===== src/rtl/kf8259_init_pkg.sv =====
// Shared types, word indices and word-order helpers for the KF8259 init sequencer.
// Word indices count up in bus order; W_END marks "no more words".
package kf8259_init_pkg;

    // Phase of a single word write cycle.
    typedef enum logic [2:0] {
        ST_IDLE      = 3'd0,
        ST_WAIT_HOST = 3'd1,
        ST_SETUP     = 3'd2,
        ST_STROBE    = 3'd3,
        ST_HOLD      = 3'd4,
        ST_GAP       = 3'd5
    } state_e;

    // Ownership of the 8259 port at the sequencing level.
    typedef enum logic [1:0] {
        SEQ_IDLE      = 2'd0,
        SEQ_WAIT_HOST = 2'd1,
        SEQ_RUN       = 2'd2
    } seq_e;

    localparam logic [2:0] W_ICW1 = 3'd0;
    localparam logic [2:0] W_ICW2 = 3'd1;
    localparam logic [2:0] W_ICW3 = 3'd2;
    localparam logic [2:0] W_ICW4 = 3'd3;
    localparam logic [2:0] W_OCW1 = 3'd4;
    localparam logic [2:0] W_END  = 3'd5;

    localparam logic A0_ICW1 = 1'b0;
    localparam logic A0_REST = 1'b1;

    function automatic logic word_a0(input logic [2:0] w);
        return (w == W_ICW1) ? A0_ICW1 : A0_REST;
    endfunction

    // sngl = ICW1[1], ic4 = ICW1[0]; ICW3 only for cascade, ICW4 only when requested.
    function automatic logic [2:0] next_word(input logic [2:0] cur,
                                             input logic       sngl,
                                             input logic       ic4);
        logic [2:0] nxt;
        nxt = W_END;
        case (cur)
            W_ICW1: nxt = W_ICW2;
            W_ICW2: nxt = !sngl ? W_ICW3 : (ic4 ? W_ICW4 : W_OCW1);
            W_ICW3: nxt = ic4 ? W_ICW4 : W_OCW1;
            W_ICW4: nxt = W_OCW1;
            default: nxt = W_END;
        endcase
        return nxt;
    endfunction

endpackage


===== src/rtl/kf8259_write_cycle_gen.sv =====
// One 8259 bus write: SETUP, STROBE (WR_PULSE clocks), HOLD, GAP (GAP clocks).
// A go accepted in the last GAP clock chains straight into the next SETUP.
module kf8259_write_cycle_gen
    import kf8259_init_pkg::*;
#(
    parameter int WR_PULSE = 2,
    parameter int GAP      = 1
) (
    input  logic       clock_i,
    input  logic       reset_n_i,
    input  logic       go_i,
    input  logic       addr_i,
    input  logic [7:0] data_i,
    output logic       cs_n_o,
    output logic       we_n_o,
    output logic       addr_o,
    output logic [7:0] data_o,
    output logic       cycle_done_o
);

    localparam int CNT_MAX = (WR_PULSE > GAP) ? WR_PULSE : GAP;
    localparam int CNT_W   = (CNT_MAX < 2) ? 1 : $clog2(CNT_MAX);

    state_e           state_q, state_d;
    logic [CNT_W-1:0] cnt_q, cnt_d;
    logic             addr_q, addr_d;
    logic [7:0]       data_q, data_d;
    logic             load;

    always_ff @(posedge clock_i or negedge reset_n_i) begin
        if (!reset_n_i) begin
            state_q <= ST_IDLE;
            cnt_q   <= '0;
            addr_q  <= 1'b0;
            data_q  <= 8'h00;
        end else begin
            state_q <= state_d;
            cnt_q   <= cnt_d;
            addr_q  <= addr_d;
            data_q  <= data_d;
        end
    end

    always_comb begin
        state_d      = state_q;
        cnt_d        = cnt_q;
        addr_d       = addr_q;
        data_d       = data_q;
        cycle_done_o = 1'b0;
        load         = 1'b0;
        case (state_q)
            ST_IDLE: begin
                cnt_d = '0;
                if (go_i) begin
                    state_d = ST_SETUP;
                    load    = 1'b1;
                end
            end
            ST_SETUP: begin
                state_d = ST_STROBE;
                cnt_d   = CNT_W'(WR_PULSE - 1);
            end
            ST_STROBE: begin
                if (cnt_q == '0) begin
                    state_d = ST_HOLD;
                end else begin
                    cnt_d = cnt_q - CNT_W'(1);
                end
            end
            ST_HOLD: begin
                state_d = ST_GAP;
                cnt_d   = CNT_W'(GAP - 1);
            end
            ST_GAP: begin
                if (cnt_q == '0) begin
                    cycle_done_o = 1'b1;
                    cnt_d        = '0;
                    if (go_i) begin
                        state_d = ST_SETUP;
                        load    = 1'b1;
                    end else begin
                        state_d = ST_IDLE;
                    end
                end else begin
                    cnt_d = cnt_q - CNT_W'(1);
                end
            end
            default: state_d = ST_IDLE;
        endcase
        // Address/data only change on SETUP entry, so A0 is stable through HOLD.
        if (load) begin
            addr_d = addr_i;
            data_d = data_i;
        end
    end

    assign cs_n_o = !((state_q == ST_SETUP) || (state_q == ST_STROBE) || (state_q == ST_HOLD));
    assign we_n_o = (state_q != ST_STROBE);
    assign addr_o = addr_q;
    assign data_o = data_q;

endmodule


===== src/rtl/kf8259_init_sequencer.sv =====
// Programs the KF8259 (ICW1..OCW1) after reset or on request and arbitrates
// the 8259 bus port between the host CPU interface and the sequencer.
module kf8259_init_sequencer
    import kf8259_init_pkg::*;
#(
    parameter logic [7:0] ICW1       = 8'h13,
    parameter logic [7:0] ICW2       = 8'h08,
    parameter logic [7:0] ICW3       = 8'h00,
    parameter logic [7:0] ICW4       = 8'h09,
    parameter logic [7:0] OCW1       = 8'hFF,
    parameter int         WR_PULSE   = 2,
    parameter int         GAP        = 1,
    parameter bit         AUTO_START = 1'b1
) (
    input  logic       clock_i,
    input  logic       reset_n_i,
    input  logic       start_i,
    output logic       busy_o,
    output logic       done_o,
    input  logic       host_chip_select_n_i,
    input  logic       host_read_enable_n_i,
    input  logic       host_write_enable_n_i,
    input  logic       host_address_i,
    input  logic [7:0] host_data_i,
    output logic       host_wait_o,
    output logic       pic_chip_select_n_o,
    output logic       pic_read_enable_n_o,
    output logic       pic_write_enable_n_o,
    output logic       pic_address_o,
    output logic [7:0] pic_data_o
);

    seq_e       seq_q, seq_d;
    logic [2:0] word_q, word_d;
    logic       done_q, done_d;
    logic       pending_q, pending_d;
    logic [2:0] word_nxt;
    logic       go;
    logic       go_addr;
    logic [7:0] go_data;

    logic       gen_cs_n, gen_we_n, gen_addr, gen_cycle_done;
    logic [7:0] gen_data;

    function automatic logic [7:0] word_data(input logic [2:0] w);
        logic [7:0] d;
        case (w)
            W_ICW1:  d = ICW1;
            W_ICW2:  d = ICW2;
            W_ICW3:  d = ICW3;
            W_ICW4:  d = ICW4;
            default: d = OCW1;
        endcase
        return d;
    endfunction

    always_ff @(posedge clock_i or negedge reset_n_i) begin
        if (!reset_n_i) begin
            seq_q     <= SEQ_IDLE;
            word_q    <= W_ICW1;
            done_q    <= 1'b0;
            pending_q <= AUTO_START;
        end else begin
            seq_q     <= seq_d;
            word_q    <= word_d;
            done_q    <= done_d;
            pending_q <= pending_d;
        end
    end

    assign word_nxt = next_word(word_q, ICW1[1], ICW1[0]);

    always_comb begin
        seq_d     = seq_q;
        word_d    = word_q;
        done_d    = done_q;
        pending_d = pending_q;
        go        = 1'b0;
        case (seq_q)
            SEQ_IDLE: begin
                if (start_i || pending_q) begin
                    done_d    = 1'b0;
                    pending_d = 1'b0;
                    word_d    = W_ICW1;
                    // Never cut a host cycle already in flight.
                    if (!host_chip_select_n_i) begin
                        seq_d = SEQ_WAIT_HOST;
                    end else begin
                        seq_d = SEQ_RUN;
                        go    = 1'b1;
                    end
                end
            end
            SEQ_WAIT_HOST: begin
                if (host_chip_select_n_i) begin
                    seq_d = SEQ_RUN;
                    go    = 1'b1;
                end
            end
            SEQ_RUN: begin
                if (gen_cycle_done) begin
                    if (word_nxt == W_END) begin
                        seq_d  = SEQ_IDLE;
                        done_d = 1'b1;
                    end else begin
                        word_d = word_nxt;
                        go     = 1'b1;
                    end
                end
            end
            default: seq_d = SEQ_IDLE;
        endcase
    end

    assign go_addr = word_a0(word_d);
    assign go_data = word_data(word_d);

    kf8259_write_cycle_gen #(
        .WR_PULSE (WR_PULSE),
        .GAP      (GAP)
    ) u_wr_gen (
        .clock_i      (clock_i),
        .reset_n_i    (reset_n_i),
        .go_i         (go),
        .addr_i       (go_addr),
        .data_i       (go_data),
        .cs_n_o       (gen_cs_n),
        .we_n_o       (gen_we_n),
        .addr_o       (gen_addr),
        .data_o       (gen_data),
        .cycle_done_o (gen_cycle_done)
    );

    assign busy_o      = (seq_q == SEQ_RUN);
    assign done_o      = done_q;
    assign host_wait_o = busy_o;

    assign pic_chip_select_n_o  = busy_o ? gen_cs_n : host_chip_select_n_i;
    assign pic_read_enable_n_o  = busy_o ? 1'b1     : host_read_enable_n_i;
    assign pic_write_enable_n_o = busy_o ? gen_we_n : host_write_enable_n_i;
    assign pic_address_o        = busy_o ? gen_addr : host_address_i;
    assign pic_data_o           = busy_o ? gen_data : host_data_i;

endmodule


===== config.mk =====
export PLATFORM = sky130hd
export DESIGN_NAME = kf8259_init_sequencer
export DESIGN_NICKNAME = d
export VERILOG_FILES = /design/src/rtl/kf8259_init_pkg.sv /design/src/rtl/kf8259_write_cycle_gen.sv /design/src/rtl/kf8259_init_sequencer.sv
export SDC_FILE = /design/constraint.sdc
export NUM_CORES = 1
export LEC_CHECK = 0
export ABC_AREA = 1
export BUFFER_PORTS_ARGS = -buffer_cell sky130_fd_sc_hd__buf_2
export CORE_ASPECT_RATIO = 1.4
export CORE_MARGIN = 1
export CORE_UTILIZATION = 56
export CTS_CLUSTER_SIZE = 10
export DETAILED_ROUTE_END_ITERATION = 10
export PLACE_DENSITY_LB_ADDON = 0.25
export SLEW_MARGIN = 40
export SYNTH_ARGS = -nofsm -noshare
export SYNTH_HDL_FRONTEND = slang
export SYNTH_HIERARCHICAL = 1
export SYNTH_SLANG_ARGS = --single-unit

===== constraint.sdc =====
create_clock -name clock_i -period 4.7 [get_ports clock_i]
set_clock_uncertainty 0.2 [all_clocks]
set_input_delay 0 -clock clock_i [delete_from_list [all_inputs] [get_ports clock_i]]
set_output_delay 0 -clock clock_i [all_outputs]
set_load 0.005 [all_outputs]

; Word level (Yosys, flattened, before mapping)
; Index checks and enable logic that the tools add are counted.
; Widths: inputs -> output; s select.
[word_totals]
reg_bits = 20
inputBits = 15
out_inout_bits = 15
word_cells = 86
[classes]
addsub = 1
eq_ne = 21
mux = 39
reduce_logical = 17
[ops]
columns = op, count
row1 = $pmux 8 s4, 1
row2 = $eq 3x2->1 const B, 6
row3 = $mux 3, 6
row4 = $mux 1, 17
row5 = $pmux 3 s5, 1
row6 = $mux 2, 6
row7 = $ne 2x2->1 const B, 5
row8 = $eq 3x3->1 const B, 3
row9 = $logic_not 3->1, 3
row10 = $pmux 3 s3, 1
row11 = $mux 8, 1
row12 = $reduce_and 4->1, 2
row13 = $eq 3x1->1 const B, 2
row14 = $pmux 1 s3, 2
row15 = $pmux 2 s3, 1
row16 = $pmux 3 s2, 1
row17 = $reduce_or 2->1, 3
row18 = $ne 2x1->1 const B, 2
row19 = $pmux 1 s2, 2
row20 = $logic_or 1x1->1, 3
row21 = $ne 3x2->1 const B, 1
row22 = $reduce_and 3->1, 1
row23 = $reduce_bool 3->1, 1
row24 = $eq 2x1->1 const B, 1
row25 = other kinds (6), 6

; Longest topological paths before layout
[depth]
ltp_word = 10
ltp_mapped = 14
mapped_depth_nobuf = 14

; Hierarchy
; The synthesis kept the hierarchy.
[modules_own_cells]
columns = mod, instances, cells_per_inst, area_per_inst_um2, seq_area_each_um2
row1 = kf8259_write_cycle_gen, 1, 77, 646.9, 325.3
row2 = kf8259_init_sequencer, 1, 94, 558.0, 176.4

; Worst setup path before layout
; OpenSTA, ideal clock, no wires.
[synth_timing]
kind = reg-to-reg
startpoint = reg u_wr_gen.state_q[1]
endpoint = reg u_wr_gen.data_q[2] (netlist: u_wr_gen/data_o[2])
arrival_time_ps = 1905
required_time_ps = 4435
slack_ps = 2530
path_stages_with_launch = 14
path_buffers = 0
path_cell_list = dfrtp_1 > inv_2 > nand3_2 > nor2_1 > nand2_1 > nand2_1 > nand2_1 > a21oi_1 > inv_1 > nor2_1 > nand2_4 > nand2_4 > nand2_1 > nand2_1
[synth_between]
elab_chain_len = 7
[synth_rtl]
columns = item, line_no
row1 = from (decl), kf8259_write_cycle_gen.sv:24  ; state_e state_q, state_d;
row2 = from (signal assigned), kf8259_write_cycle_gen.sv:37  ; state_q <= state_d;
row3 = $eq 3x3->1 *, kf8259_write_cycle_gen.sv:51  ; case (state_q)
row4 = $mux 1 *, kf8259_write_cycle_gen.sv:51
row5 = via gen_cycle_done, kf8259_init_sequencer.sv:42  ; logic gen_cs_n, gen_we_n, gen_addr, gen_cycle_done;
row6 = $mux 1 *, kf8259_init_sequencer.sv:101  ; if (gen_cycle_done) begin
row7 = $pmux 1 s3 *, kf8259_init_sequencer.sv:79  ; case (seq_q)
row8 = via go, kf8259_init_sequencer.sv:38  ; logic go;
row9 = $mux 1 *, "kf8259_write_cycle_gen.sv:54, kf8259_write_cycle_gen.sv:78"
row10 = $mux 1, kf8259_write_cycle_gen.sv:75  ; if (cnt_q == '0) begin
row11 = $pmux 1 s2 *, kf8259_write_cycle_gen.sv:51
row12 = to (signal assigned), kf8259_write_cycle_gen.sv:40  ; data_q <= data_d;
row13 = to (decl), kf8259_write_cycle_gen.sv:27  ; logic [7:0] data_q, data_d;
; The timed path passes the listed nets; every way through them passes the cells marked *.
; A chain may end at the register's enable or synchronous reset.

; Worst setup path after layout
[layout_timing]
startpoint = reg u_wr_gen.state_q[1]
endpoint = reg u_wr_gen.data_q[7] (netlist: u_wr_gen/data_o[7])
; The elaborated chain is that of the path after synthesis.

==> flow_summary.json <==
{
  "result_of_the_run": "complete, no violations",
  "timing.setup.tns_ns": 0,
  "highest_clock_frequency_the_design_can_meet_mhz": 396,
  "grt_overflow": 0,
  "hold_critical_path_depth": 4,
  "timing.critical_path.arrival_ns": 2.56,
  "timing_hold_violations_final": 0,
  "chipHeight_um": 56.9,
  "clock_latency_ns": 0.29,
  "flip_flop_and_latch_area_um2": 502,
  "routabilityCongestion": 0.883,
  "grt_pass1_wl_um": 4300,
  "grt_pass1_vias": 1104,
  "timing.max_cap.violations": 0,
  "worst_hold_startpoint": "host_write_enable_n_i",
  "cts_tree": "yes",
  "via_to_cell_ratio": 5.30,
  "net_count_after_synthesis": 186,
  "netlist_area_before_placement_um2": 1200,
  "synth.ff_latch_count": 20,
  "timing.critical_path.slowest_cell_delay_ns": 0.48,
  "floorplan.die_area_um2": 2340,
  "final.fill_count": 190,
  "dominant_combinational_cell_family_by_area_after_synthesis": "simple AND/OR/NAND/NOR gates",
  "synthCells": 171,
  "worst-slew-pin-transition_ns": 0.449,
  "design.portCount": 30,
  "final_design_area_no_fill_um2": 1430,
  "antennaDiodeCount": 0,
  "yosys-mux-area-fraction_pct": 0,
  "cts_post_setup_buffers_inserted": 0,
  "post_synth_fa_ha_maj_area_fraction_pct": 0,
  "hold_buffers": 6,
  "worst_setup_path_start_kind": "register",
  "timing.hold.worst_endpoint": "pic_write_enable_n_o",
  "timing.critical_path.slowest_stage_cell": "sky130_fd_sc_hd__dfrtp_1",
  "drt-total-wl_um": 2580,
  "cts-resized-gates": 0,
  "h-tree-depth": 1,
  "core-area_um2": 2000,
  "setup_slack_ns": 2.18,
  "syn_avg_cell_area_um2": 7.05,
  "simple_gate_fraction_of_synth_area_pct": 46.2,
  "synth_xor_xnor_area_share_pct": 0,
  "clock_tree.buffer_depth": 2,
  "cp_data_required_time_ns": 4.74,
  "grt_setup_unrepaired": "no",
  "port_buffers": 29,
  "worst_slew_margin_rel_pct": 69.8,
  "tritoncts_buffer_count": 3,
  "worst_hold_path_type": "primary input to output pin",
  "critical_path.n_buffers_inverters": 2,
  "final_period_minus_worst_setup_slack_ns": 2.52,
  "initial_core_util_pct": 60.3,
  "synth-seq-area-share_pct": 41.6,
  "clk_pin_slew_ns": 0.10,
  "worst-path-max-fanout": 10,
  "r2r_slack_ns": 2.18,
  "final-max-slew-violation-count": 0,
  "cp_top_family": "simple AND/OR/NAND/NOR gates",
  "instances_no_fill": 227,
  "mostFrequentLayoutCells": "sky130_fd_sc_hd__nand2_1, sky130_fd_sc_hd__buf_2, sky130_fd_sc_hd__dfrtp_1, sky130_fd_sc_hd__nand3_1, sky130_fd_sc_hd__inv_1",
  "number_of_cells_after_detailed_placement": 217,
  "post_synth_num_cell_types": 26,
  "setup_viol": 0,
  "most_common_cell_after_layout_fill_and_taps_aside": "sky130_fd_sc_hd__nand2_1",
  "grt_use_total_pct": 26.1,
  "grt_start_max_net_pins": 21,
  "area_growth_pct": 18.9,
  "peakVddDrop_mv": 0.362,
  "num_rows": 19,
  "cell_chosen_for_the_clock_root": "sky130_fd_sc_hd__clkbuf_4",
  "rr_startpoint": "u_wr_gen/state_q[1]",
  "worstSetupPathType": "register to register",
  "critical_path_cell_list": "inv_2, nand3_2, nor2_1, nand2_1, nand2_1, nand2_1, a21oi_1, inv_1, nor2_1, nand2_4, nand2_4, nand2_1, nand2_1",
  "detail-route-antenna-nets": 0,
  "dr.first_iter.drc_count": 47,
  "critical_path.most_common_cell": "sky130_fd_sc_hd__nand2_1",
  "via_count": 1204,
  "post_drt_wl_per_cell_um": 11.4,
  "total_leakage_power_nw": 0.833,
  "drcViolationCount": 0,
  "drtPass1Iterations": 4,
  "placedInstanceArea_um2": 1350,
  "final.period_utilization_pct": 53.7,
  "synthesis.yosys.warnings": 6,
  "dp_slack_ns": 2.25,
  "place.detailed.hpwl_um": 1960,
  "r2r-end": "u_wr_gen/data_o[7]",
  "clock-sinks": 20,
  "finish.net_count": 222,
  "worst_reg2reg_path_length_in_cells": 13,
  "layout-drive-gt1-share_pct": 24.8,
  "grt_antenna_before_repair": 0,
  "synth_compound_gate_area_share_pct": 5.40,
  "setup.worst_path.end_class": "register",
  "multiInputGateArea_um2": 622,
  "power_density_nw_per_um2": 574,
  "floorplan.die.width_um": 41.2
}
[power breakdown]
group          internal, mW  leakage, nW  switching (mW)
sequential            0.238        0.259          0.0716
combinational         0.168        0.559           0.263
clock                0.0330       0.0150          0.0486
total                 0.439        0.833           0.383
[how the worst max path moves through the flow]
stage	startpoint	endpoint	slack, ns	cells after the start
floorplan	u_wr_gen/state_q[1]	u_wr_gen/data_o[2]	2.53	13
global route	u_wr_gen/state_q[0]	u_wr_gen/data_o[7]	2.00	12
finish	u_wr_gen/state_q[1]	u_wr_gen/data_o[7]	2.18	13
detailed placement	u_wr_gen/state_q[1]	u_wr_gen/data_o[7]	2.25	13
CTS	u_wr_gen/state_q[1]	u_wr_gen/data_o[7]	2.20	13
global placement	u_wr_gen/state_q[1]	u_wr_gen/data_o[6]	2.36	13
[through the flow]
stage / total power, mW / utilization (%) / hold WS, ns
after floorplan: 0.615 / - / -0.496
after global placement: 0.725 / 67.7 / -0.236
after detailed placement: 0.737 / 67.7 / -0.232
after CTS: 0.827 / 72.0 / 0.0554
after global routing: 0.904 / 71.7 / 0.0745
final: 0.822 / 71.7 / 0.0535
[layout make-up]
type | count | share of cell area (%)
Multi-Input combinational cell | 132 | 43.4
Sequential cell | 20 | 35.0
Tap cell | 21 | 1.83
Inverter | 15 | 3.93
Timing Repair Buffer | 35 | 14.0
Clock buffer | 4 | 1.83
[logic make-up after synthesis]
family	after synthesis
AND/OR/NAND/NOR	122
flip-flops	20
buffers and inverters	19
AO/OA/AOI/OAI	10
[tightest hold or removal path, cell delays in order]
cell and delay, ns:
sky130_fd_sc_hd__buf_2 0.07, sky130_fd_sc_hd__nand2_1 0.04, sky130_fd_sc_hd__nand2_1 0.04, sky130_fd_sc_hd__buf_2 0.10
[flip-flops by register name, indices dropped and copies added, names as in the netlist]
name	cells
pending_q	1
word_q	3
u_wr_gen/data_o	8
done_o	1
u_wr_gen/cnt_q	1
u_wr_gen/state_q	3
seq_q	2
u_wr_gen/addr_o	1
[cell usage after synthesis]
cell / number / area, um2
sky130_fd_sc_hd__and2_1: 1 / 6.26
sky130_fd_sc_hd__o21ai_2: 1 / 8.76
sky130_fd_sc_hd__or2_2: 1 / 6.26
sky130_fd_sc_hd__a31oi_1: 1 / 6.26
sky130_fd_sc_hd__inv_1: 10 / 37.5
sky130_fd_sc_hd__nor2_1: 5 / 18.8
sky130_fd_sc_hd__nor2_4: 2 / 22.5
sky130_fd_sc_hd__nand2_1: 84 / 315
sky130_fd_sc_hd__o211ai_1: 1 / 7.51
sky130_fd_sc_hd__nand4_1: 2 / 12.5
sky130_fd_sc_hd__buf_4: 2 / 15.0
sky130_fd_sc_hd__dfstp_2: 1 / 26.3
sky130_fd_sc_hd__o21ai_0: 2 / 10.0
sky130_fd_sc_hd__nand3_2: 2 / 20.0
sky130_fd_sc_hd__buf_2: 2 / 10.0
sky130_fd_sc_hd__nand2_2: 2 / 12.5
sky130_fd_sc_hd__nand2_4: 2 / 22.5
sky130_fd_sc_hd__dfrtp_1: 19 / 475
sky130_fd_sc_hd__nand3b_1: 1 / 7.51
sky130_fd_sc_hd__nor3_1: 1 / 5.00
sky130_fd_sc_hd__a21oi_2: 1 / 8.76
sky130_fd_sc_hd__a2bb2oi_1: 1 / 8.76
sky130_fd_sc_hd__inv_2: 5 / 18.8
sky130_fd_sc_hd__nand3_1: 18 / 90.1
sky130_fd_sc_hd__a21oi_1: 3 / 15.0
sky130_fd_sc_hd__nand3_4: 1 / 17.5
[layer usage]
layer / vias to the layer above / track usage, % / share of wire [%]
met5: - / 0 / 0
met4: 0 / 8.76 / 1.9
met3: 6 / 3.56 / 3.4
met2: 33 / 44.0 / 54
met1: 556 / 32.0 / 41
li1: 609 / - / -
(Power assumes the default switching activity.)
